<file path="src/rtl/present_pkg.sv">
// PRESENT-80 shared definitions: S-box tables, round count, decipher FSM
// state type and 64-bit permutation/substitution layer helpers.
// The encryption datapath imports the same package.
package present_pkg;

  localparam logic [4:0] ROUNDS = 5'd31;

  localparam logic [3:0] SBOX [16] = '{
    4'hC, 4'h5, 4'h6, 4'hB, 4'h9, 4'h0, 4'hA, 4'hD,
    4'h3, 4'hE, 4'hF, 4'h8, 4'h4, 4'h7, 4'h1, 4'h2
  };

  localparam logic [3:0] INV_SBOX [16] = '{
    4'h5, 4'hE, 4'hF, 4'h8, 4'hC, 4'h1, 4'h2, 4'hD,
    4'hB, 4'h4, 4'h6, 4'h3, 4'h0, 4'h7, 4'h9, 4'hA
  };

  typedef enum logic [1:0] {
    ST_IDLE,
    ST_KEYEXP,
    ST_ROUNDS
  } dec_state_t;

  // Destination of bit i in the forward bit permutation.
  function automatic int p_pos(input int i);
    return (i == 63) ? 63 : (16 * i) % 63;
  endfunction

  function automatic logic [63:0] p_layer(input logic [63:0] x);
    logic [63:0] y;
    y = '0;
    for (int i = 0; i < 64; i++) y[p_pos(i)] = x[i];
    return y;
  endfunction

  function automatic logic [63:0] inv_p_layer(input logic [63:0] x);
    logic [63:0] y;
    y = '0;
    for (int i = 0; i < 64; i++) y[i] = x[p_pos(i)];
    return y;
  endfunction

  function automatic logic [63:0] s_layer64(input logic [63:0] x);
    logic [63:0] y;
    y = '0;
    for (int n = 0; n < 16; n++) y[4*n +: 4] = SBOX[x[4*n +: 4]];
    return y;
  endfunction

  function automatic logic [63:0] inv_s_layer64(input logic [63:0] x);
    logic [63:0] y;
    y = '0;
    for (int n = 0; n < 16; n++) y[4*n +: 4] = INV_SBOX[x[4*n +: 4]];
    return y;
  endfunction

endpackage

</file>
<file path="src/rtl/present80_key_step.sv">
// One PRESENT-80 key-schedule step, combinational.
// Ports:
//   dir     : 0 = forward K(rc) -> K(rc+1), 1 = inverse K(rc+1) -> K(rc)
//   rc      : 5-bit round counter mixed into key bits [19:15]
//   key_in  : 80-bit key register value
//   key_out : stepped key
module present80_key_step
  import present_pkg::*;
(
  input  logic        dir,
  input  logic [4:0]  rc,
  input  logic [79:0] key_in,
  output logic [79:0] key_out
);

  logic [79:0] fwd_key;
  logic [79:0] inv_mix;

  always_comb begin
    // forward: rotate left 61, substitute top nibble, mix counter
    fwd_key          = {key_in[18:0], key_in[79:19]};
    fwd_key[79:76]   = SBOX[fwd_key[79:76]];
    fwd_key[19:15]   = fwd_key[19:15] ^ rc;
    // inverse: undo the same three operations in reverse order
    inv_mix          = key_in;
    inv_mix[19:15]   = inv_mix[19:15] ^ rc;
    inv_mix[79:76]   = INV_SBOX[inv_mix[79:76]];
    key_out          = dir ? {inv_mix[60:0], inv_mix[79:61]} : fwd_key;
  end

endmodule

</file>
<file path="src/rtl/present80_decipher.sv">
// Iterative PRESENT-80 decryption core. Expands the user key forward to
// K32 (one step per clock), whitens the ciphertext with K32, then runs the
// 31 inverse rounds one per clock while walking the key schedule back.
// Ports:
//   clk        : clock, rising edge
//   rst        : synchronous active-high reset
//   start      : decrypt request, honoured only in idle
//   key        : 80-bit user key, captured with start
//   ciphertext : 64-bit block, captured with start
//   busy       : operation in progress
//   done       : one-cycle pulse, plaintext valid
//   plaintext  : result, held until the next done
//
// state     | meaning
// ST_IDLE   | waiting for start
// ST_KEYEXP | forward key expansion, rc 1..31, whitening on the last step
// ST_ROUNDS | inverse rounds, rc 31..1, result captured when rc = 1
module present80_decipher
  import present_pkg::*;
(
  input  logic        clk,
  input  logic        rst,
  input  logic        start,
  input  logic [79:0] key,
  input  logic [63:0] ciphertext,
  output logic        busy,
  output logic        done,
  output logic [63:0] plaintext
);

  dec_state_t  fsm;
  logic [79:0] key_reg;
  logic [63:0] state_reg;
  logic [4:0]  rc;
  logic [63:0] pt_reg;

  logic [79:0] ks_out;
  logic [63:0] round_out;

  // In ST_ROUNDS key_reg holds K(rc+1); the inverse step yields K(rc).
  present80_key_step u_key_step (
    .dir     (fsm == ST_ROUNDS),
    .rc      (rc),
    .key_in  (key_reg),
    .key_out (ks_out)
  );

  assign round_out = inv_s_layer64(inv_p_layer(state_reg)) ^ ks_out[79:16];
  assign plaintext = pt_reg;

  always_ff @(posedge clk) begin
    if (rst) begin
      fsm       <= ST_IDLE;
      key_reg   <= '0;
      state_reg <= '0;
      rc        <= '0;
      pt_reg    <= '0;
      busy      <= 1'b0;
      done      <= 1'b0;
    end else begin
      done <= 1'b0;
      case (fsm)
        ST_IDLE: begin
          if (start) begin
            key_reg   <= key;
            state_reg <= ciphertext;
            rc        <= 5'd1;
            busy      <= 1'b1;
            fsm       <= ST_KEYEXP;
          end
        end
        ST_KEYEXP: begin
          key_reg <= ks_out;
          if (rc == ROUNDS) begin
            // rc stays at 31: the first inverse round undoes step 31
            state_reg <= state_reg ^ ks_out[79:16];
            fsm       <= ST_ROUNDS;
          end else begin
            rc <= rc + 5'd1;
          end
        end
        ST_ROUNDS: begin
          state_reg <= round_out;
          key_reg   <= ks_out;
          rc        <= rc - 5'd1;
          if (rc == 5'd1) begin
            pt_reg <= round_out;
            done   <= 1'b1;
            busy   <= 1'b0;
            fsm    <= ST_IDLE;
          end
        end
        default: fsm <= ST_IDLE;
      endcase
    end
  end

endmodule
</file>
<file path="config.mk">
export PLATFORM = sky130hd
export DESIGN_NAME = present80_decipher
export DESIGN_NICKNAME = d
export VERILOG_FILES = /design/src/rtl/present_pkg.sv /design/src/rtl/present80_key_step.sv /design/src/rtl/present80_decipher.sv
export SDC_FILE = /design/constraint.sdc
export NUM_CORES = 1
export LEC_CHECK = 0
export CAP_MARGIN = 40
export CORE_MARGIN = 5
export CORE_UTILIZATION = 45
export DETAILED_ROUTE_END_ITERATION = 8
export DONT_BUFFER_PORTS = 1
export SKIP_CTS_REPAIR_TIMING = 1
export SLEW_MARGIN = 30
export SYNTH_ARGS = -nofsm -noshare
export SYNTH_HDL_FRONTEND = slang
export SYNTH_SLANG_ARGS = --single-unit
</file>
<file path="constraint.sdc">
create_clock -name clk -period 3.7 [get_ports clk]
set_input_delay 0.74 -clock clk [delete_from_list [all_inputs] [get_ports clk]]
set_output_delay 0.74 -clock clk [all_outputs]
set_load 0.02 [all_outputs]
</file>
==> metrics.txt, run 1 <==
Longest Clk Path Bufs=3; CP Cell Sequence=inv_1 -> ha_4 -> buf_12 -> mux2i_1 -> xor2_1 -> o221ai_1 -> o211ai_1 -> a21oi_1; top post-synthesis cells by area=dfxtp_1 (28%), ha_1 (7.9%), nor2_1 (6.9%), xnor2_1 (6.7%), a21oi_1 (5.4%); hold crit path type=in -> reg; Post-synth EDFFs=0; Clock Skew=16.5 ps; Synth Cell Area=about 0.016 mm2; number of nets in the layout=1985; Antenna Nets Post-Route=0; post-synth top area share=0.279; fmax=0.343 GHz; die height=just under 200 um; grt total ovfl=0; vias post-DR=13.5k; RSZ-0062 raised after global routing=false; Hold Vio Cnt, Final=0; Tcrit/Tclk final=0.787; DRT iter0 DRCs=around 1.2k; Port Buf Inserts=0; setup TNS=0 ps; initial antenna violation count=2; CTS Buf Count=27; Syn. warnings=0; PwrDens=544 mW/mm2; DRT Pass-1 Iters=7; slowest CP cell=mux2i_1; Crit path largest cell delay=660 ps; outcome=complete, no violations; Finished Layout Cells=2211; CTS root buf=clkbuf_16; Slew @ Worst Pin=approximately 1100 ps; dominant synthesized flop cell=dfxtp_1; largest vdd supply drop=slightly below 0.4 mV; total track usage=0.285; io pins=~210; syn nets=around 2.1k; CP required=slightly above 4000 ps; Clock Pin Slew Worst Setup and Hold Paths=60 ps; drt via density=between 6 and 7; die area=just under 0.04 mm2; Hold WS=between 200 and 300 ps; Inst Count DP=2166; Setup CP Type=reg -> reg; Worst Setup Start Kind=flip-flop; WL per Instance=26.0 um; part of the Yosys area used for sequential elements=0.279; first-pass GRT wire length=84200 um; CP Capture Type=flip-flop; post-DP HPWL=42500 um; layout cells sized above 1=0.0991; Starting Density=0.453; DRC=0; synthesized area per cell=8.43 um2; start point of the worst hold path=rst; Final setup viols=0; area grow syn2layout=5.57%; Post-Place Setup Slack=931 ps; Placer Congestion=0.931; Final min period=between 2000 and 3000 ps; clk_lat worst skew=560 ps; crit path DAT=around 3300 ps; CTS tree=yes; Routed WL=about 57000 um; count leader, synth=nor2_1; largest net degree at the start of global routing=253; Clock Sinks=217; vias in the first global route=12.6k; Worst Setup SP=fsm[0]$_SDFFE_PP0P_; Seq cells post-synth=~220; top cell type by total area after synthesis=dfxtp_1; H-tree levels=1; max-cap viol count=0; CP max FO=47; r2r startpoint=fsm[0]$_SDFFE_PP0P_; Post-synth top cells=nor2_1 (286), dfxtp_1 (217), a21oi_1 (167), xnor2_1 (119), nand2_1 (109); Die Wd=196 um; static leakage=5.74 nW; Mapped Cells=1848; area of the core=0.0344 mm2; site row count=68; Max-slew headroom=0.268; fin. max-slew vios=0; Largest register FFs=80; Final WS setup=a little under 800 ps; ys async rst share=0; Yosys cell types=75
==> report_power, final <==
part,total (mW),switching (mW),internal (mW)
clock network,2.53,1.08,1.45
registers,3.09,0.516,2.58
logic,3.33,1.96,1.38
total,8.96,3.55,5.40
==> worst max-delay path, delay by kind of cell (launching register included) <==
kind | cells | cell delay (ps)
multiplexers | 1 | 660
XOR/XNOR | 1 | 340
adder cells (fa/ha/maj) | 1 | 420
AO/OA/AOI/OAI | 3 | 380
buffers and inverters | 2 | 540
flip-flops | 1 | 330
==> layout by cell type (no fill, tap or decap), drive strengths merged, types with 2 or more instances in the layout <==
master	instances
nor2	287
dfxtp	217
a21oi	172
xnor2	120
mux2i	114
nand2	109
a211oi	107
ha	98
inv	79
nor3	65
o21ai	46
clkbuf	35
xor2	34
a221oi	34
buf	31
mux4	26
o31ai	20
a22o	17
mux2	17
nand3b	14
o41ai	13
o211ai	8
nor4	8
or3	7
o32ai	7
o221ai	7
clkinv	7
o21a	6
a22oi	5
o211a	5
a2111oi	5
nand2b	4
a31oi	4
nor2b	4
a2bb2oi	3
o21bai	2
nand3	2
and2	2
==> layout make-up <==
type	count	area [um2]
clock buffers	35	736
well taps	455	569
fillers	3366	17900
multi-input cells	1385	10100
flip-flops and latches	217	4340
repair buffers	31	333
diodes	1	2.50
inverters	78	300
clock inverters	9	73.8
==> layer usage <==
| layer | global-route usage | vias to the layer above | wire length [um] | share of wire |
|---|---|---|---|---|
| met5 | 0 | - | 18 | 0.00031 |
| met2 | 0.457 | 522 | 26300 | 0.46 |
| met4 | 0.0926 | 2 | 2120 | 0.037 |
| met3 | 0.0491 | 79 | 4420 | 0.077 |
| li1 | - | 6312 | - | - |
| met1 | 0.391 | 6568 | 24700 | 0.43 |
==> logic make-up (layout without fill, tap and decap cells) <==
| group | count (synthesis) | count (layout) | share of synthesized area |
|---|---|---|---|
| AO/OA/AOI/OAI | 470 | 470 | 0.203 |
| multiplexers | 157 | 157 | 0.139 |
| AND/OR/NAND/NOR | 506 | 506 | 0.137 |
| adder cells (fa/ha/maj) | 98 | 98 | 0.0787 |
| XOR/XNOR | 154 | 154 | 0.0870 |
| buffers and inverters | 246 | 153 | 0.0768 |
| flip-flops | 217 | 217 | 0.279 |
| other | 0 | 1 | 0 |
==> path summary, 6_finish.rpt <==
kind	to	cells after the start	slack, ps
worst min register to register	key_reg[13]$_SDFFE_PP0P_	2	530
worst max-delay path	state_reg[53]$_SDFFE_PP0P_	8	790
worst min-delay path	plaintext[20]$_SDFFE_PP0P_	1	280
worst max register to register	state_reg[53]$_SDFFE_PP0P_	8	790
==> stage by stage <==
| stage | utilization | area (um2) | power, mW |
|---|---|---|---|
| 6_report | 0.479 | 16500 | 8.96 |
| 5_1_grt | 0.479 | 16500 | 9.39 |
| 4_1_cts | 0.479 | 16500 | 8.93 |
| 3_5_place_dp | 0.455 | 15600 | 6.42 |
| 3_3_place_gp | 0.455 | 15600 | 6.35 |
| 2_1_floorplan | - | 15600 | 5.49 |
Note: power is estimated with default switching activity, not from simulation.
==> run 2: changes to the inputs <==
Clock period 3.7 ns to 2.5 ns, I/O delays scaled along.
==> metrics.txt, run 2 (synthesis results as in run 1) <==
DRT iter0 DRCs=1425; Post-Place Setup Slack=-85.2 ps; fin. max-slew vios=0; CP required=3010 ps; initial antenna violation count=3; Die Wd=196 um; Worst Setup Start Kind=flip-flop; WL per Instance=25.0 um; crit path DAT=2940 ps; first-pass GRT wire length=85700 um; vias in the first global route=13.1k; Placer Congestion=0.961; largest vdd supply drop=roughly 0.54 mV; met2 usage=0.451; most frequent cells in the layout=nor2_1 (285), dfxtp_1 (212), a21oi_1 (167), buf_4 (125), xnor2_1 (118); final core utilization=0.511; grt total ovfl=0; area of the core=roughly 0.034 mm2; CTS Buf Count=27; Slew @ Worst Pin=632 ps; Max-slew headroom=0.578; CP Cell Sequence=inv_1 -> ha_4 -> buf_12 -> buf_4 -> nor2_1 -> a211oi_1 -> a21oi_1 -> nor2_1; Buf+Inv Stages, Crit Path=3; Final WS setup=71.6 ps; die height=around 200 um; number of nets in the layout=2093; outcome=complete, no violations; Largest register FFs=80; drt via density=5.97; fmax=0.412 GHz; Port Buf Inserts=0; vias post-DR=13.9k; Longest Clk Path Bufs=3; Worst path most repeated cell=nor2_1; hold crit path type=in -> reg; area post-placement=0.0165 mm2; site row count=68; DRC=0; PwrDens=840 mW/mm2; CTS tree=yes; Hold Vio Cnt, Final=0; Setup CP Type=reg -> reg; Tcrit/Tclk final=0.971; Finished Layout Cells=around 2.3k; Clock Pin Slew Worst Setup and Hold Paths=70 ps; met3 usage=0.0558; total track usage=0.289; Clock Skew=28.2 ps; die area=~0.038 mm2; Starting Density=0.453; post-DP HPWL=between 40000 and 50000 um; commonest non-fill, non-tap cell in the layout=nor2_1; CP Capture Type=flip-flop; Final setup viols=0; layout cells sized above 1=0.159; Fillers=3335; DRT Pass-1 Iters=6; CTS root buf=clkbuf_16; Clock Sinks=217; Inst Count DP=2270; Crit path largest cell delay=~450 ps; Final min period=2430 ps; gr busiest metal=met2; CP max FO=48; CP delay by family, top=buffers and inverters; Hold WS=42.1 ps; static leakage=6.38 nW; largest net degree at the start of global routing=253; Routed WL=58100 um; max-cap viol count=0; clk_lat worst skew=580 ps; slowest CP cell=a211oi_1; met1 GRT Util=0.394; H-tree levels=1; RSZ-0062 raised after global routing=false; Antenna Nets Post-Route=0; io pins=213; post-route cell area=between 0.015 and 0.02 mm2; area grow syn2layout=12.6%
==> run 2: cell types whose count changed in the layout (fill, tap and decap cells not counted), sizes merged <==
cell,before,now
buf,31,139
bufinv,1,6
clkbuf,35,33
clkinvlp,0,2
inv,79,80
==> run 2: routing by layer <==
metal | vias to the layer above | part of all wire
met2 | 572 | 0.45
met1 | 6692 | 0.43
met3 | 95 | 0.077
met4 | 4 | 0.042
met5 | - | 0.00045
li1 | 6519 | -
==> run 2: report_power, final <==
group / internal (mW) / switching [mW] / total [mW]
clock: 2.73 / 1.74 / 4.48
sequential: 3.81 / 0.692 / 4.51
combinational: 2.54 / 3.22 / 5.76
==> run 2: area by class of cell <==
class / count / area [um2] / share of cell area
timing repair buffer: 139 / 1220 / 0.0694
clock inverter: 17 / 262 / 0.0149
multi-input combinational: 1385 / 10100 / 0.576
antenna: 1 / 2.50 / 0.000143
clock buffer: 33 / 738 / 0.0421
inverter: 78 / 300 / 0.0171
tap: 455 / 569 / 0.0324
sequential: 217 / 4350 / 0.248
==> run 2: metrics by stage <==
step,power (mW),setup TNS [ps]
after floorplan,8.13,0
after global placement,10.1,-39.2
after detailed placement,10.2,-85.2
after CTS,14.7,-103
after global routing,15.4,0
final,14.7,0
==> run 2: final timing paths <==
check / from / endpoint / slack [ps] / depth (start not counted)
max: fsm[1]$_SDFFE_PP0P_ / key_reg[20]$_SDFFE_PP0P_ / 70 / 8
min: rst / state_reg[21]$_SDFFE_PP0P_ / 40 / 1
max reg2reg: fsm[1]$_SDFFE_PP0P_ / key_reg[20]$_SDFFE_PP0P_ / 70 / 8
min reg2reg: key_reg[63]$_SDFFE_PP0P_ / key_reg[63]$_SDFFE_PP0P_ / 530 / 2
==> run 3: changes to the inputs <==
Settings changed: CORE_MARGIN 5 to 10, GPL_ROUTABILITY_DRIVEN set to 0.
==> metrics.txt, run 3 (synthesis results as in run 1) <==
area of the core=0.0344 mm2; CP required=2950 ps; initial antenna violation count=1; CP max FO=12; Clock Sinks=around 220; area grow syn2layout=12.1%; CTS root buf=clkbuf_16; grt total ovfl=0; Slew @ Worst Pin=782 ps; CP Cell Sequence=inv_1 -> ha_4 -> buf_8 -> mux2i_2 -> xor2_1 -> xnor2_1 -> a221oi_1 -> o21ai_1; DRC=0; setup TNS=0 ps; vias post-DR=14.0k; WL per Instance=around 25 um; static leakage=6.36 nW; Crit path largest cell delay=430 ps; die area=0.0425 mm2; post-DP HPWL=43900 um; most frequent cells in the layout=nor2_1 (285), dfxtp_1 (215), a21oi_1 (167), buf_4 (125), xnor2_1 (114); largest vdd supply drop=0.511 mV; Final setup viols=0; Setup CP Type=reg -> reg; CP delay by family, top=compound AO/OA/AOI/OAI gates; max-cap viol count=0; layout cells sized above 1=0.160; number of nets in the layout=approximately 2.1k; Worst Setup Start Kind=flip-flop; vias in the first global route=12.9k; Buf+Inv Stages, Crit Path=2; CTS Buf Count=27; slowest CP cell=mux2i_2; DRT iter0 DRCs=1450; Antenna Nets Post-Route=0; fmax=0.415 GHz; Routed WL=58400 um; commonest non-fill, non-tap cell in the layout=nor2_1; Starting Density=0.453; H-tree levels=1; first-pass GRT wire length=84800 um; outcome=complete, no violations; PwrDens=828 mW/mm2; die height=206 um; Longest Clk Path Bufs=3; site row count=68; fin. max-slew vios=0; Fillers=around 3.3k; CP Capture Type=flip-flop; Largest register FFs=80; power consumption=14.5 mW; ant diodes=0; Die Wd=206 um; CTS tree=yes; Tcrit/Tclk final=0.963; crit path DAT=~2900 ps; Port Buf Inserts=0; Hold Vio Cnt, Final=0; total track usage=0.264; clk_lat worst skew=just under 600 ps; drt via density=6.01; DRT Pass-1 Iters=7; io pins=213; Max-slew headroom=0.479; Final min period=2410 ps; Clock Skew=roughly 32 ps; Clock Pin Slew Worst Setup and Hold Paths=60 ps; hold crit path type=in -> reg; largest net degree at the start of global routing=253
==> run 3: path summary, 6_finish.rpt <==
path                                                from                    endpoint  slack (ps)  depth (start not counted)
worst max-delay path                 fsm[0]$_SDFFE_PP0P_  state_reg[48]$_SDFFE_PP0P_          90                          8
worst min-delay path                                 rst  state_reg[21]$_SDFFE_PP0P_          40                          1
worst max register to register       fsm[0]$_SDFFE_PP0P_  state_reg[48]$_SDFFE_PP0P_          90                          8
worst min register to register  key_reg[13]$_SDFFE_PP0P_    key_reg[13]$_SDFFE_PP0P_         530                          2
==> run 3: per-layer routing <==
metal  vias up  GRT usage  wire [um]
li1       6536          -          -
met1      6763      0.355      24900
met2       551      0.411      26300
met3       105     0.0451       4710
met4         2      0.107       2470
met5         -          0          8
==> run 3: final cells by class <==
| type | instances | area (um2) | share of cell area |
|---|---|---|---|
| multi-input cells | 1385 | 10100 | 0.581 |
| clock inverters | 18 | 191 | 0.0110 |
| well taps | 455 | 569 | 0.0326 |
| repair buffers | 138 | 1190 | 0.0683 |
| clock buffers | 32 | 724 | 0.0415 |
| inverters | 78 | 300 | 0.0172 |
| flip-flops and latches | 217 | 4350 | 0.249 |
==> run 3: through the flow <==
| stage | util | hold slack, ps | cell area (um2) | instances | setup slack [ps] |
|---|---|---|---|---|---|
| 2_1_floorplan | - | 473 | 15600 | 1848 | 349 |
| 3_3_place_gp | 0.479 | 507 | 16500 | 2271 | -6.05 |
| 3_5_place_dp | 0.479 | 522 | 16500 | 2271 | -37.9 |
| 4_1_cts | 0.506 | 3.72 | 17400 | 2321 | -41.5 |
| 5_1_grt | 0.508 | 27.7 | 17500 | 2323 | -4.65 |
| 6_report | 0.508 | 37.9 | 17500 | 2323 | 91.9 |
==> run 3: where the power goes <==
part	internal (mW)	leakage [nW]	total (mW)	switching (mW)
sequential	3.81	1.78	4.47	0.660
clock	2.39	0.453	4.11	1.72
combinational	2.61	4.13	5.88	3.27
